File: config.mk
export PLATFORM = sky130hd
export DESIGN_NAME = sbinit_pattern_gen
export DESIGN_NICKNAME = d
export VERILOG_FILES = /design/src/rtl/sbinit_pattern_gen.sv
export SDC_FILE = /design/constraint.sdc
export NUM_CORES = 1
export LEC_CHECK = 0
export CAP_MARGIN = 20
export CELL_PAD_IN_SITES_DETAIL_PLACEMENT = 1
export CELL_PAD_IN_SITES_GLOBAL_PLACEMENT = 1
export CORE_MARGIN = 8
export CORE_UTILIZATION = 46
export CTS_BUF_LIST = sky130_fd_sc_hd__clkbuf_8 sky130_fd_sc_hd__clkbuf_16
export DETAILED_ROUTE_END_ITERATION = 7
export GPL_ROUTABILITY_DRIVEN = 0
export PLACE_DENSITY = 0.85
export SYNTH_ARGS = -nofsm -noshare
export SYNTH_HDL_FRONTEND = slang
export SYNTH_SLANG_ARGS = --single-unit
File: constraint.sdc
create_clock -name i_clk -period 1.9 [get_ports i_clk]
set_input_delay 0.57 -clock i_clk [delete_from_list [all_inputs] [get_ports i_clk]]
set_output_delay 0.57 -clock i_clk [all_outputs]
set_load 0.02 [all_outputs]
File: src/rtl/sbinit_pattern_gen.sv
// SBINIT sideband pattern generator and partner-pattern checker (64 alternating bits + 32 zeros per iteration).
// Optional timeout path is compiled in with `define SBINIT_TIMEOUT_EN.
module sbinit_pattern_gen #(
    parameter int unsigned TIMEOUT_CYCLES = 8000
) (
    input  logic i_clk,
    input  logic i_rst_n,
    input  logic i_start_pattern_req,
    input  logic i_rx_sb_bit,
    output logic o_tx_sb_bit,
    output logic o_tx_sb_valid,
    output logic o_pattern_detected,
    output logic o_start_pattern_done
`ifdef SBINIT_TIMEOUT_EN
    ,
    output logic o_timeout
`endif
);

    typedef enum logic [1:0] {
        IDLE,
        SEND_ALT,
        SEND_LOW,
        WAIT_REQ_LOW
    } tx_state_e;

    if (TIMEOUT_CYCLES == 0) begin : g_param_check
        $error("TIMEOUT_CYCLES must be nonzero");
    end

    tx_state_e  state_q, state_d;
    logic [6:0] bit_cnt_q, bit_cnt_d;
    logic [2:0] ext_cnt_q, ext_cnt_d;
    logic       armed_q, armed_d;
    logic       done_q, done_d;

    logic       rx_low_q, rx_low_d;
    logic [6:0] rx_cnt_q, rx_cnt_d;
    logic [1:0] consec_q, consec_d;
    logic       just_done_q, just_done_d;
    logic       detected_q, detected_d;

    logic       tx_end;
    logic       det_evt;

`ifdef SBINIT_TIMEOUT_EN
    localparam int unsigned TW = $clog2(TIMEOUT_CYCLES + 1);
    logic [TW-1:0] tmr_q, tmr_d;
    logic          timeout_q, timeout_d;
`endif

    always_ff @(posedge i_clk or negedge i_rst_n) begin
        if (!i_rst_n) begin
            state_q     <= IDLE;
            bit_cnt_q   <= '0;
            ext_cnt_q   <= '0;
            armed_q     <= 1'b0;
            done_q      <= 1'b0;
            rx_low_q    <= 1'b0;
            rx_cnt_q    <= '0;
            consec_q    <= '0;
            just_done_q <= 1'b0;
            detected_q  <= 1'b0;
`ifdef SBINIT_TIMEOUT_EN
            tmr_q       <= '0;
            timeout_q   <= 1'b0;
`endif
        end else begin
            state_q     <= state_d;
            bit_cnt_q   <= bit_cnt_d;
            ext_cnt_q   <= ext_cnt_d;
            armed_q     <= armed_d;
            done_q      <= done_d;
            rx_low_q    <= rx_low_d;
            rx_cnt_q    <= rx_cnt_d;
            consec_q    <= consec_d;
            just_done_q <= just_done_d;
            detected_q  <= detected_d;
`ifdef SBINIT_TIMEOUT_EN
            tmr_q       <= tmr_d;
            timeout_q   <= timeout_d;
`endif
        end
    end

    always_comb begin
        state_d     = state_q;
        bit_cnt_d   = bit_cnt_q;
        ext_cnt_d   = ext_cnt_q;
        armed_d     = armed_q;
        done_d      = 1'b0;
        rx_low_d    = rx_low_q;
        rx_cnt_d    = rx_cnt_q;
        consec_d    = consec_q;
        just_done_d = 1'b0;
        detected_d  = detected_q;
        tx_end      = (state_q == SEND_LOW) && (bit_cnt_q == 7'd31);
        det_evt     = 1'b0;
`ifdef SBINIT_TIMEOUT_EN
        tmr_d       = tmr_q;
        timeout_d   = 1'b0;
`endif

        if (!i_start_pattern_req) begin
            state_d    = IDLE;
            bit_cnt_d  = '0;
            ext_cnt_d  = '0;
            armed_d    = 1'b0;
            rx_low_d   = 1'b0;
            rx_cnt_d   = '0;
            consec_d   = '0;
            detected_d = 1'b0;
`ifdef SBINIT_TIMEOUT_EN
            tmr_d      = '0;
`endif
        end else begin
            if (!rx_low_q) begin
                if (i_rx_sb_bit == ~rx_cnt_q[0]) begin
                    if (rx_cnt_q == 7'd63) begin
                        rx_low_d = 1'b1;
                        rx_cnt_d = '0;
                    end else begin
                        rx_cnt_d = rx_cnt_q + 7'd1;
                    end
                end else begin
                    rx_cnt_d = {6'd0, i_rx_sb_bit};
                    if (just_done_q) consec_d = '0;
                end
            end else if (i_rx_sb_bit) begin
                rx_low_d = 1'b0;
                rx_cnt_d = 7'd1;
            end else if (rx_cnt_q == 7'd31) begin
                rx_low_d    = 1'b0;
                rx_cnt_d    = '0;
                consec_d    = (consec_q == 2'd2) ? 2'd2 : consec_q + 2'd1;
                just_done_d = 1'b1;
            end else begin
                rx_cnt_d = rx_cnt_q + 7'd1;
            end
            detected_d = detected_q | (consec_q == 2'd2);

            unique case (state_q)
                IDLE: begin
                    state_d   = SEND_ALT;
                    bit_cnt_d = '0;
                end
                SEND_ALT: begin
                    if (bit_cnt_q == 7'd63) begin
                        state_d   = SEND_LOW;
                        bit_cnt_d = '0;
                    end else begin
                        bit_cnt_d = bit_cnt_q + 7'd1;
                    end
                end
                SEND_LOW: begin
                    if (tx_end) begin
                        state_d   = SEND_ALT;
                        bit_cnt_d = '0;
                    end else begin
                        bit_cnt_d = bit_cnt_q + 7'd1;
                    end
                end
                default: ;
            endcase

            // ext_cnt counts iteration ends from detection; an end coinciding with detection is the in-progress one.
            det_evt = !armed_q && (consec_d == 2'd2);
            if (det_evt) begin
                armed_d   = 1'b1;
                ext_cnt_d = tx_end ? 3'd1 : 3'd0;
            end else if (armed_q && tx_end) begin
                if (ext_cnt_q == 3'd4) begin
                    done_d    = 1'b1;
                    state_d   = WAIT_REQ_LOW;
                    bit_cnt_d = '0;
                end else begin
                    ext_cnt_d = ext_cnt_q + 3'd1;
                end
            end

`ifdef SBINIT_TIMEOUT_EN
            if (tmr_q != TW'(TIMEOUT_CYCLES)) begin
                tmr_d = tmr_q + 1'b1;
            end else if (!done_d && (state_q == SEND_ALT || state_q == SEND_LOW)) begin
                timeout_d = 1'b1;
                state_d   = WAIT_REQ_LOW;
                bit_cnt_d = '0;
            end
`endif
        end
    end

    always_comb begin
        o_tx_sb_valid        = (state_q == SEND_ALT) || (state_q == SEND_LOW);
        o_tx_sb_bit          = (state_q == SEND_ALT) && !bit_cnt_q[0];
        o_pattern_detected   = detected_q;
        o_start_pattern_done = done_q;
`ifdef SBINIT_TIMEOUT_EN
        o_timeout            = timeout_q;
`endif
    end

endmodule

==> results of run 1 <==
[where the power goes]
part | total (mW) | internal [mW] | switching, mW
sequential | 0.568 | 0.561 | 0.00714
combinational | 0.160 | 0.0663 | 0.0934
clock | 0.470 | 0.282 | 0.188
[what timing repair did]
| item | in CTS | in global routing |
|---|---|---|
| gates resized for setup | 8 | 6 |
| setup buffers | 1 | 2 |
| endpoints found under the setup margin | 10 | 15 |
| hold endpoints to repair | 0 | 0 |
| pin swaps | 0 | 4 |
[worst max-delay path, delay by kind of cell]
| family | cells | cell delay (ns) |
|---|---|---|
| buffers and inverters | 1 | 0.56 |
| XOR/XNOR | 1 | 0.33 |
| AO/OA/AOI/OAI | 3 | 0.55 |
[final timing paths]
kind / slack, ns / start / cells after the start / end
setup / recovery: 0.05 / i_rx_sb_bit / 5 / ext_cnt_q[0]
hold / removal: 0.53 / o_pattern_detected / 2 / o_pattern_detected
setup reg to reg: 0.08 / bit_cnt_q[0] / 5 / state_q[1]
hold reg to reg: 0.53 / o_pattern_detected / 2 / o_pattern_detected
max in group asynchronous: 0.98 / i_rst_n / 2 / ext_cnt_q[2]
min in group asynchronous: 0.66 / i_rst_n / 2 / bit_cnt_q[3]
[cell usage after synthesis, types with 2 or more instances]
cell and instances:
nor2_1 18, o32ai_1 2, and4_1 3, buf_2 5, o21ai_0 4, nor2b_1 3
nand2_1 7, xor2_1 7, o311a_1 2, ha_1 10, nand2b_1 3, inv_1 12
a211o_1 2, a31oi_1 2, nor4_1 4, o21a_1 3, nand4_1 2, dfrtp_1 26
xnor2_1 3, nor3_1 12, nand3_1 8, nand4b_1 3, o22ai_1 2, a21oi_1 13
buf_4 2
[per-layer routing]
| metal | part of all wire, % | vias up | wire length, µm | GRT usage [%] |
|---|---|---|---|---|
| met5 | 0 | - | 0 | 0 |
| met4 | 1.5 | 0 | 69 | 5.19 |
| met3 | 2.7 | 6 | 120 | 2.36 |
| met2 | 54 | 29 | 2440 | 28.1 |
| met1 | 42 | 745 | 1880 | 17.1 |
| li1 | - | 695 | - | - |
[area by class of cell]
cell class,instances,area (µm²)
inverters,12,45.0
clock buffers,3,41.3
flip-flops and latches,26,651
well taps,48,60.1
fillers,427,1580
clock inverters,1,30.0
multi-input cells,132,952
repair buffers,28,218
[per-stage QoR]
stage	utilization [%]	power (mW)	cell area (µm²)
5_1_grt	55.8	1.24	2000
3_3_place_gp	52.7	0.716	1880
4_1_cts	55.1	1.19	1970
3_5_place_dp	52.7	0.726	1880
2_1_floorplan	-	0.654	1670
6_report	55.8	1.20	2000
[flip-flops by register name (all words and copies together), names as in the netlist]
| name | count |
|---|---|
| state_q | 2 |
| bit_cnt_q | 7 |
| rx_cnt_q | 7 |
| rx_low_q | 1 |
| o_pattern_detected | 1 |
| ext_cnt_q | 3 |
| consec_q | 2 |
| just_done_q | 1 |
| o_start_pattern_done | 1 |
| armed_q | 1 |
[cell families (layout without fill, tap and decap cells)]
family / Yosys count / count (layout)
adder cells (fa/ha/maj): 10 / 10
XOR/XNOR: 10 / 10
AND/OR/NAND/NOR: 71 / 71
buffers and inverters: 21 / 44
AO/OA/AOI/OAI: 40 / 40
flip-flops: 26 / 26
multiplexers: 1 / 1
==> impl_metrics.yaml, run 1 <==
run_status:
  status: "finished clean"
grt:
  grt_pass1_wl_mm: 7.41
  antenna_found_initial: 0
  grt_usage_pct: 15.2
  overflow: 0
  grt_max_degree: 27
  grt_pass1_vias: 1556
timing:
  finalSetupViolCount: 0
  finalHoldViolations: 0
  tightest_slew_ns: 0.421
  skew_ns: 0.00671
  fin_setup_tns_ns: 0
  rsz0062_at_grt: "true"
  setup_ws_ns: 0.0531
  fmax_mhz: 541
  period_needed_ns: 1.85
  whs_ns: 0.528
  drv_slew: 0
  relSlewSlack_pct: 71.7
  fin_crit_sh_pct: 97.2
cells_and_area:
  fin_cells: 250
  final_cell_mix: "dfrtp_1 (26), buf_4 (21), nor2_1 (17), a21oi_1 (13), inv_1 (12)"
  area.growth.synth_to_final_pct: 19.3
  layout_commonest_cell: "dfrtp_1"
  num-nets-final: 217
  post_route_cells_drive_above_1_share_pct: 18.8
  diodes: 0
detailed_routing:
  wl_mm: 4.51
  antenna_left: 0
  drt_iter0_drc: 92
  post-route-drc-count: 0
  viasPerCell: 5.90
  vias: 1475
  first_pass_iters: 4
  post_drt_wl_per_cell_um: 18.0
yosys:
  synth_xor_area_share_pct: 5.23
  synth_compound_area_share_pct: 17.0
  synth_area_leaders: "dfrtp_1 (39%), ha_1 (7.5%), nor2_1 (4.0%), a21oi_1 (3.9%), xor2_1 (3.7%)"
  syn_nets: 193
  synth.distinct_cells: 46
  synthArstFlopShare_pct: 100
  synth_edf_count: 0
  yosys_most_used_dff: "dfrtp_1"
  yosysWarnings: 0
  ys_ff_latch: 26
  yosysTopAreaCell: "dfrtp_1"
  synth_top_area_share_pct: 38.9
  synth.cell_area_mm2: 0.00167
  synth_top_family_by_area: "simple AND/OR/NAND/NOR gates"
  ys_seq_area_share_pct: 38.9
  synthCells: 179
  syn_area_per_cell_um2: 9.35
  synth_mux_area_share_pct: 0.598
  synthAdderAreaFrac_pct: 7.47
  synthSimpleGateAreaFrac_pct: 24.8
placement:
  dp_worst_setup_slack_ns: -0.247
  dp.cells: 243
  port_buffers: 7
  dp_hpwl_mm: 3.18
worst_hold_path:
  hold_path.class: "flip-flop to flip-flop"
floorplanning:
  core_area_mm2: 0.00358
  die_x_um: 76.3
  die_area_mm2: 0.00583
  die_y_um: 76.3
  ios: 8
  num_rows: 22
  initial_utilization_pct: 46.8
run:
  maxCapViolCount: 0
critical_path:
  worstPathArrival_ns: 2.01
  critPathLaunchType: "input port"
  cp_cell_sequence: "clkdlybuf4s50_1, xor2_1, o21bai_1, a211o_1, o311a_1"
  slowest_stage: "clkdlybuf4s50_1"
  path_max_fanout: 4
  endpoint_kind: "flip-flop"
  crit_path_max_incr_delay_ns: 0.56
  critical_path_class: "input port to flip-flop"
  worstPathRequired_ns: 2.06
clocking:
  cts.sinks: 26
  numCtsBuffers: 3
  cts_htree_levels: 1
  clockBufferDepth: 2
  path_clk_slew_ns: 0.09
  cts-root-buf: "clkbuf_8"
  tritoncts: "yes"
  clkLatencyLatePin_ns: 0.27
  cts_hold_buf: 0
power:
  power_density_mw_per_mm2: 600
  leakage_nw: 0.868
  peakVddDrop_uv: 267
Power figures use the tool's default switching activity.
==> run 2, diff against run 1 <==
- CAP_MARGIN: 20 -> 40
==> results of run 2 <==
The final DEF is identical to that of run 1; final timing and power are the same.
